## config.mk

```make
export PLATFORM = sky130hd
export DESIGN_NAME = butterfly_s2p_bm_dec
export DESIGN_NICKNAME = d
export VERILOG_FILES = /design/src/rtl/bm_pkg.sv /design/src/rtl/bm_dec_lane.sv /design/src/rtl/butterfly_s2p_bm_dec.sv
export SDC_FILE = /design/constraint.sdc
export NUM_CORES = 1
export LEC_CHECK = 0
export ABC_AREA = 1
export BUFFER_PORTS_ARGS = -buffer_cell sky130_fd_sc_hd__buf_4
export CAP_MARGIN = 30
export CORE_AREA = 2 2 234 236
export DETAILED_ROUTE_END_ITERATION = 10
export DIE_AREA = 0 0 236 238
export GPL_TIMING_DRIVEN = 0
export PLACE_DENSITY = 0.51
export SETUP_SLACK_MARGIN = 0.1
export SLEW_MARGIN = 30
export SYNTH_ARGS = -nofsm -noshare
export SYNTH_HDL_FRONTEND = slang
export SYNTH_HIERARCHICAL = 1
export SYNTH_SLANG_ARGS = --single-unit
```

## constraint.sdc

```tcl
create_clock -name clk -period 4.7 [get_ports clk]
set_clock_uncertainty 0.1 [all_clocks]
set_input_delay 0.705 -clock clk [delete_from_list [all_inputs] [get_ports clk]]
set_output_delay 0.705 -clock clk [all_outputs]
set_load 0.02 [all_outputs]
```

## src/rtl/bm_pkg.sv

```systemverilog
// Shared constants and code-field helpers for the block-minifloat decode path.
package bm_pkg;

  localparam int unsigned EBIT_DEF = 2;
  localparam int unsigned MBIT_DEF = 1;
  localparam int unsigned BIAS_DEF = 1;
  localparam int unsigned BM_W_DEF = 1 + EBIT_DEF + MBIT_DEF;

  // Widest raw magnitude: {1,m} shifted by the largest normal exponent step.
  localparam int unsigned RAW_W = MBIT_DEF + 1 + (2 ** EBIT_DEF - 2);

  localparam int unsigned SHIFT_W = 8;

  function automatic int unsigned raw_width(int unsigned ebit, int unsigned mbit);
    return mbit + 1 + (2 ** ebit - 2);
  endfunction

  // Code layout is {sign, exponent, mantissa}, mantissa at the LSBs.
  function automatic int unsigned sign_pos(int unsigned ebit, int unsigned mbit);
    return ebit + mbit;
  endfunction

  function automatic int unsigned exp_lsb(int unsigned mbit);
    return mbit;
  endfunction

endpackage

```

## src/rtl/bm_dec_lane.sv

```systemverilog
// Combinational decode of one block-minifloat code into saturated signed fixed point.
module bm_dec_lane
  import bm_pkg::*;
#(
  parameter int unsigned data_width = 16,
  parameter int unsigned bm_width   = BM_W_DEF,
  parameter int unsigned EBIT       = EBIT_DEF,
  parameter int unsigned MBIT       = MBIT_DEF
) (
  input  logic [bm_width-1:0]   code,
  input  logic [SHIFT_W-1:0]    shift,
  output logic [data_width-1:0] dat
);

  localparam int unsigned RW       = raw_width(EBIT, MBIT);
  localparam int unsigned WW       = RW + data_width;
  localparam int unsigned SIGN_POS = sign_pos(EBIT, MBIT);
  localparam int unsigned EXP_LSB  = exp_lsb(MBIT);
  localparam logic [data_width-1:0] MAX_MAG = {1'b0, {(data_width - 1){1'b1}}};

  logic                  sgn;
  logic [EBIT-1:0]       e;
  logic [MBIT-1:0]       m;
  logic [MBIT:0]         mag;
  logic [EBIT-1:0]       sh;
  logic [RW-1:0]         raw;
  logic [WW-1:0]         wide;
  logic [SHIFT_W-1:0]    neg_amt;
  logic                  over;
  logic [data_width-1:0] clamped;

  assign sgn = code[SIGN_POS];
  assign e   = code[EXP_LSB +: EBIT];
  assign m   = code[MBIT-1:0];

  always_comb begin
    mag     = {(e != '0), m};
    sh      = (e != '0) ? e - EBIT'(1) : '0;
    raw     = RW'(mag) << sh;
    neg_amt = ~shift + SHIFT_W'(1);
    over    = 1'b0;
    wide    = '0;
    if (!shift[SHIFT_W-1]) begin
      // Any non-zero value shifted by data_width or more cannot fit.
      if (32'(shift) >= data_width) begin
        over = (raw != '0);
      end else begin
        wide = WW'(raw) << shift;
      end
    end else begin
      wide = WW'(raw) >> neg_amt;
    end
    over    = over || (wide > WW'(MAX_MAG));
    clamped = over ? MAX_MAG : wide[data_width-1:0];
    dat     = sgn ? (~clamped + data_width'(1)) : clamped;
  end

endmodule

```

## src/rtl/butterfly_s2p_bm_dec.sv

```systemverilog
// Collects a block of minifloat codes (serial or parallel) and emits it decoded to fixed point.
module butterfly_s2p_bm_dec
  import bm_pkg::*;
#(
  parameter int unsigned data_width = 16,
  parameter int unsigned num_output = 8,
  parameter int unsigned bm_width   = BM_W_DEF,
  parameter int unsigned EBIT       = EBIT_DEF,
  parameter int unsigned MBIT       = MBIT_DEF,
  parameter int unsigned BIAS       = BIAS_DEF
) (
  input  logic                             clk,
  input  logic                             rst_n,
  input  logic                             by_pass,
  input  logic [SHIFT_W-1:0]               exp_shift,
  input  logic [bm_width-1:0]              up_serial_dat,
  input  logic                             up_serial_vld,
  output logic                             up_serial_rdy,
  input  logic [num_output*bm_width-1:0]   up_parallel_dat,
  input  logic                             up_parallel_vld,
  output logic                             up_parallel_rdy,
  output logic [num_output*data_width-1:0] dn_dat,
  output logic                             dn_vld,
  input  logic                             dn_rdy
);

  localparam int unsigned CNT_W = (num_output > 1) ? $clog2(num_output) : 1;
  localparam logic [CNT_W-1:0] LAST_LANE = CNT_W'(num_output - 1);

  if (bm_width != 1 + EBIT + MBIT || BIAS >= 2 ** EBIT) begin : g_cfg_err
    $error("bm_width must equal 1+EBIT+MBIT and BIAS must lie inside the exponent range");
  end

  logic [CNT_W-1:0]                 cnt_q;
  logic                             col_full_q;
  logic [SHIFT_W-1:0]               shift_q;
  logic [num_output*bm_width-1:0]   collect_q;
  logic                             dn_vld_q;
  logic [num_output*data_width-1:0] dn_dat_q;

  logic                             out_free;
  logic                             ser_acc;
  logic                             par_acc;
  logic                             ser_emit;
  logic [num_output*bm_width-1:0]   dec_in;
  logic [SHIFT_W-1:0]               dec_shift;
  logic [num_output*data_width-1:0] dec_out;

  assign out_free        = !dn_vld_q || dn_rdy;
  assign up_serial_rdy   = !by_pass && (!col_full_q || out_free);
  assign up_parallel_rdy = by_pass && out_free;
  assign ser_acc         = up_serial_vld && up_serial_rdy;
  assign par_acc         = up_parallel_vld && up_parallel_rdy;
  assign ser_emit        = !by_pass && col_full_q && out_free;

  // One decoder bank serves both paths; by_pass only flips while idle.
  assign dec_in    = by_pass ? up_parallel_dat : collect_q;
  assign dec_shift = by_pass ? exp_shift : shift_q;

  for (genvar k = 0; k < num_output; k++) begin : g_lane
    bm_dec_lane #(
      .data_width(data_width),
      .bm_width  (bm_width),
      .EBIT      (EBIT),
      .MBIT      (MBIT)
    ) u_lane (
      .code (dec_in[k*bm_width +: bm_width]),
      .shift(dec_shift),
      .dat  (dec_out[k*data_width +: data_width])
    );
  end

  always_ff @(posedge clk or negedge rst_n) begin
    if (!rst_n) begin
      cnt_q      <= '0;
      col_full_q <= 1'b0;
      shift_q    <= '0;
      collect_q  <= '0;
    end else begin
      if (ser_emit) begin
        col_full_q <= 1'b0;
      end
      if (ser_acc) begin
        for (int k = 0; k < num_output; k++) begin
          if (cnt_q == CNT_W'(k)) begin
            collect_q[k*bm_width +: bm_width] <= up_serial_dat;
          end
        end
        if (cnt_q == '0) begin
          shift_q <= exp_shift;
        end
        if (cnt_q == LAST_LANE) begin
          cnt_q      <= '0;
          col_full_q <= 1'b1;
        end else begin
          cnt_q <= cnt_q + CNT_W'(1);
        end
      end
    end
  end

  always_ff @(posedge clk or negedge rst_n) begin
    if (!rst_n) begin
      dn_vld_q <= 1'b0;
      dn_dat_q <= '0;
    end else if (ser_emit || par_acc) begin
      dn_vld_q <= 1'b1;
      dn_dat_q <= dec_out;
    end else if (dn_rdy) begin
      dn_vld_q <= 1'b0;
    end
  end

  assign dn_vld = dn_vld_q;
  assign dn_dat = dn_dat_q;

endmodule

```

==> flow_metrics.py <==
metrics = {
    "yosys": {
        "synth_cells": 3060,
        "synth_compound_area_share_pct": 8.61,
        "muxShareOfSynthArea_pct": 0,
        "synth-simple-area-share_pct": 49.8,
        "yosys.area_share.xor_xnor_pct": 2.63,
        "synth.avg_cell_area_um2": 6.10,
        "ys.flop_type": "dfrtp_1",
        "ys_seq_area_share_pct": 23.2,
        "synth_edf_count": 0,
        "synth_warnings": 6,
        "synthArstFlopShare_pct": 100,
        "ys_types": 39,
        "syn_area_um2": 18700,
        "synth_nets": 3132,
        "synth_top_family_by_area": "simple AND/OR/NAND/NOR gates",
        "synth.ff_latch_count": 173,
        "synth_adder_area_share_pct": 1.48,
    },
    "hold_path": {
        "hold_end": "shift_q[1]",
        "worstHoldStart": "exp_shift[1]",
        "holdPathStages": 3,
        "hp-class": "in2reg",
    },
    "worst_setup_path": {
        "reg2regPathDepth": 20,
        "max_stage_delay_ns": 0.32,
        "endpoint_kind": "flop",
        "worstSetupPathType": "in2reg",
        "cp_max_fo": 10,
        "r2r-end": "dn_dat[120]",
        "slowest_stage": "or2_2",
        "reg2reg_from": "shift_q[0]",
        "cp-start-kind": "primary input",
        "setup.reg_to_reg.worst_slack_ns": 1.28,
        "arrival_ns": 4.49,
        "startpoint": "by_pass",
        "critPathRequiredTime_ns": 5.00,
    },
    "cells_and_area": {
        "fin_nets": 3331,
        "drive_gt1_share_pct": 20.7,
        "fin_cells": 3971,
        "finish.utilization_pct": 40.5,
        "area_growth_pct": 16.3,
        "mostFrequentLayoutCells": "1,025 x nand2_1, 421 x inv_1, 237 x nor2_1, 211 x nand3_1, 178 x buf_4",
        "layout.cells.most_common": "nand2_1",
    },
    "route": {
        "drt_iter0_markers": 1136,
        "avgViaCountPerCell": 4.84,
        "route.detailed.drc": 0,
        "ant_nets": 0,
        "vias": 19232,
        "post_drt_wl_per_cell_um": 14.3,
        "first_pass_iters": 5,
        "wl_um": 56800,
    },
    "die": {
        "die_w_um": 236,
        "start_util_pct": 34.9,
        "row_count": 85,
        "fp.dieH_um": 238,
        "boundaryPins": 181,
        "core_area_um2": 53500,
        "die-area_um2": 56200,
    },
    "clocking": {
        "clock-sinks": 173,
        "cts_max_path_buffers": 2,
        "cts-root-buf": "clkbuf_16",
        "numCtsBuffers": 17,
        "clkLatencyLatePin_ns": 0.49,
        "cts_tree": "yes",
        "clkTransAtPathRegs_ns": 0.07,
        "htreeDepth": 4,
    },
    "sta": {
        "whs_ns": 0.366,
        "worstMarginPinSlew_ns": 0.836,
        "finalCritPeriodShare_pct": 89.0,
        "drv_slew": 0,
        "hold_viol_final": 0,
        "finalSetupViolCount": 0,
        "fmax_mhz": 239,
        "fin_crit_ns": 4.18,
        "grt_setup_unrepaired": "false",
        "relSlewSlack_pct": 44.1,
    },
    "placed_design": {
        "port_buffers": 174,
        "gp_congestion": 0.905,
        "dpl.cell_count": 3935,
        "hpwl_um": 44700,
    },
    "power_and_ir_drop": {
        "power_frac_comb_pct": 65.9,
        "p_sw_share_pct": 51.1,
        "p_leak_nw": 11.8,
        "seq_power_share_pct": 20.8,
        "power_frac_clock_pct": 13.3,
        "peakVddDrop_mv": 0.306,
        "power.density_nw_per_um2": 571,
        "p_switching_mw": 6.34,
        "internal_power_mw": 6.05,
    },
    "global_routing": {
        "grt_usage_pct": 20.3,
        "grt_pass1_vias": 18373,
        "grt_max_degree": 70,
        "grt_antenna_before_repair": 5,
        "grt_overflow": 0,
        "grt_pass1_wl_um": 93200,
    },
    "run_status": {
        "status": "finished, final reports clean",
    },
    "flow_run": {
        "drv_cap": 0,
    },
}
==> routing by layer <==
metal / global-route usage [%] / vias to the layer above / part of all wire [%]
li1: - / 9970 / -
met1: 27.2 / 8850 / 48
met2: 33.8 / 364 / 46
met3: 3.27 / 46 / 4.4
met4: 5.89 / 2 / 1.6
met5: 0 / - / 0.023
==> Yosys cell counts, drive strengths merged, types with 9 or more instances <==
master / number / area, µm²
nor2: 317 / 1590
and2: 16 / 100
xnor2: 16 / 140
o21ai: 232 / 1220
nand3b: 9 / 67.6
nand2: 1129 / 4740
nor3: 16 / 80.1
or2: 17 / 109
ha: 22 / 275
inv: 533 / 2060
a21oi: 9 / 45.0
buf: 69 / 502
clkbuf: 26 / 105
dfrtp: 173 / 4330
nand3: 252 / 1590
xor2: 40 / 350
nand4: 152 / 1000
==> metrics by stage <==
stage	cell area (µm²)	total power, mW	worst slack (ns)	TNS, ns
final	21700	12.4	0.516	0
after global routing	21700	13.6	0.133	0
after CTS	21700	12.5	0.265	0
after detailed placement	21000	10.8	-0.305	-5.12
after global placement	20800	10.7	-0.993	-77.99
after floorplan	18700	8.48	0.299	0
==> worst max-delay path, delay by kind of cell <==
kind | cells | cell delay [ns]
adders and majority gates | 2 | 0.48
xor gates and xnor gates | 1 | 0.15
and+or+nand+nor | 11 | 1.38
AOI/OAI and AO/OA | 3 | 0.39
buffers and inverters | 8 | 1.34
==> layout make-up <==
| cell class | instances | area (µm²) |
|---|---|---|
| Timing Repair Buffer | 180 | 1450 |
| Inverter | 533 | 2060 |
| Multi-Input combinational cell | 2259 | 11700 |
| Clock buffer | 19 | 443 |
| Clock inverter | 11 | 216 |
| Buffer | 95 | 607 |
| Tap cell | 696 | 871 |
| Antenna cell | 5 | 12.5 |
| Sequential cell | 173 | 4330 |
| Fill cell | 5845 | 31800 |
==> power by group through the flow <==
| stage | combinational, mW | clock (mW) | sequential [mW] |
|---|---|---|---|
| global placement | 8.08 | 0 | 2.59 |
| detailed placement | 8.17 | 0 | 2.60 |
| global route | 9.20 | 1.76 | 2.67 |
| floorplan | 5.31 | 0 | 3.17 |
| CTS | 8.21 | 1.71 | 2.59 |
| finish | 8.16 | 1.65 | 2.58 |
==> cell families after synthesis <==
| group | Yosys count |
|---|---|
| AO/OA/AOI/OAI | 273 |
| XOR/XNOR | 56 |
| adder cells (fa/ha/maj) | 22 |
| buffers and inverters | 628 |
| flip-flops | 173 |
| AND/OR/NAND/NOR | 1908 |
==> timing repair <==
action / in CTS / in global routing
hold endpoints to repair: 1 / 0
hold buffers: 1 / 0
resized for setup: 0 / 4
setup buffers: 0 / 0
endpoints found under the setup margin: 0 / 30
==> worst max-delay path by stage <==
stage,end,slack (ns)
4_1_cts,dn_dat[88],0.26
3_5_place_dp,dn_dat[88],-0.30
6_report,dn_dat[24],0.52
5_1_grt,dn_dat[56],0.13
2_1_floorplan,dn_dat[120],0.30
3_3_place_gp,dn_dat[92],-0.99
==> registers in the layout, summed over array words and instances (netlist names) <==
signal / cells
collect_q: 32
dn_vld: 1
col_full_q: 1
shift_q: 8
cnt_q: 3
dn_dat: 128
No activity file was read; power rests on OpenSTA's default activity.
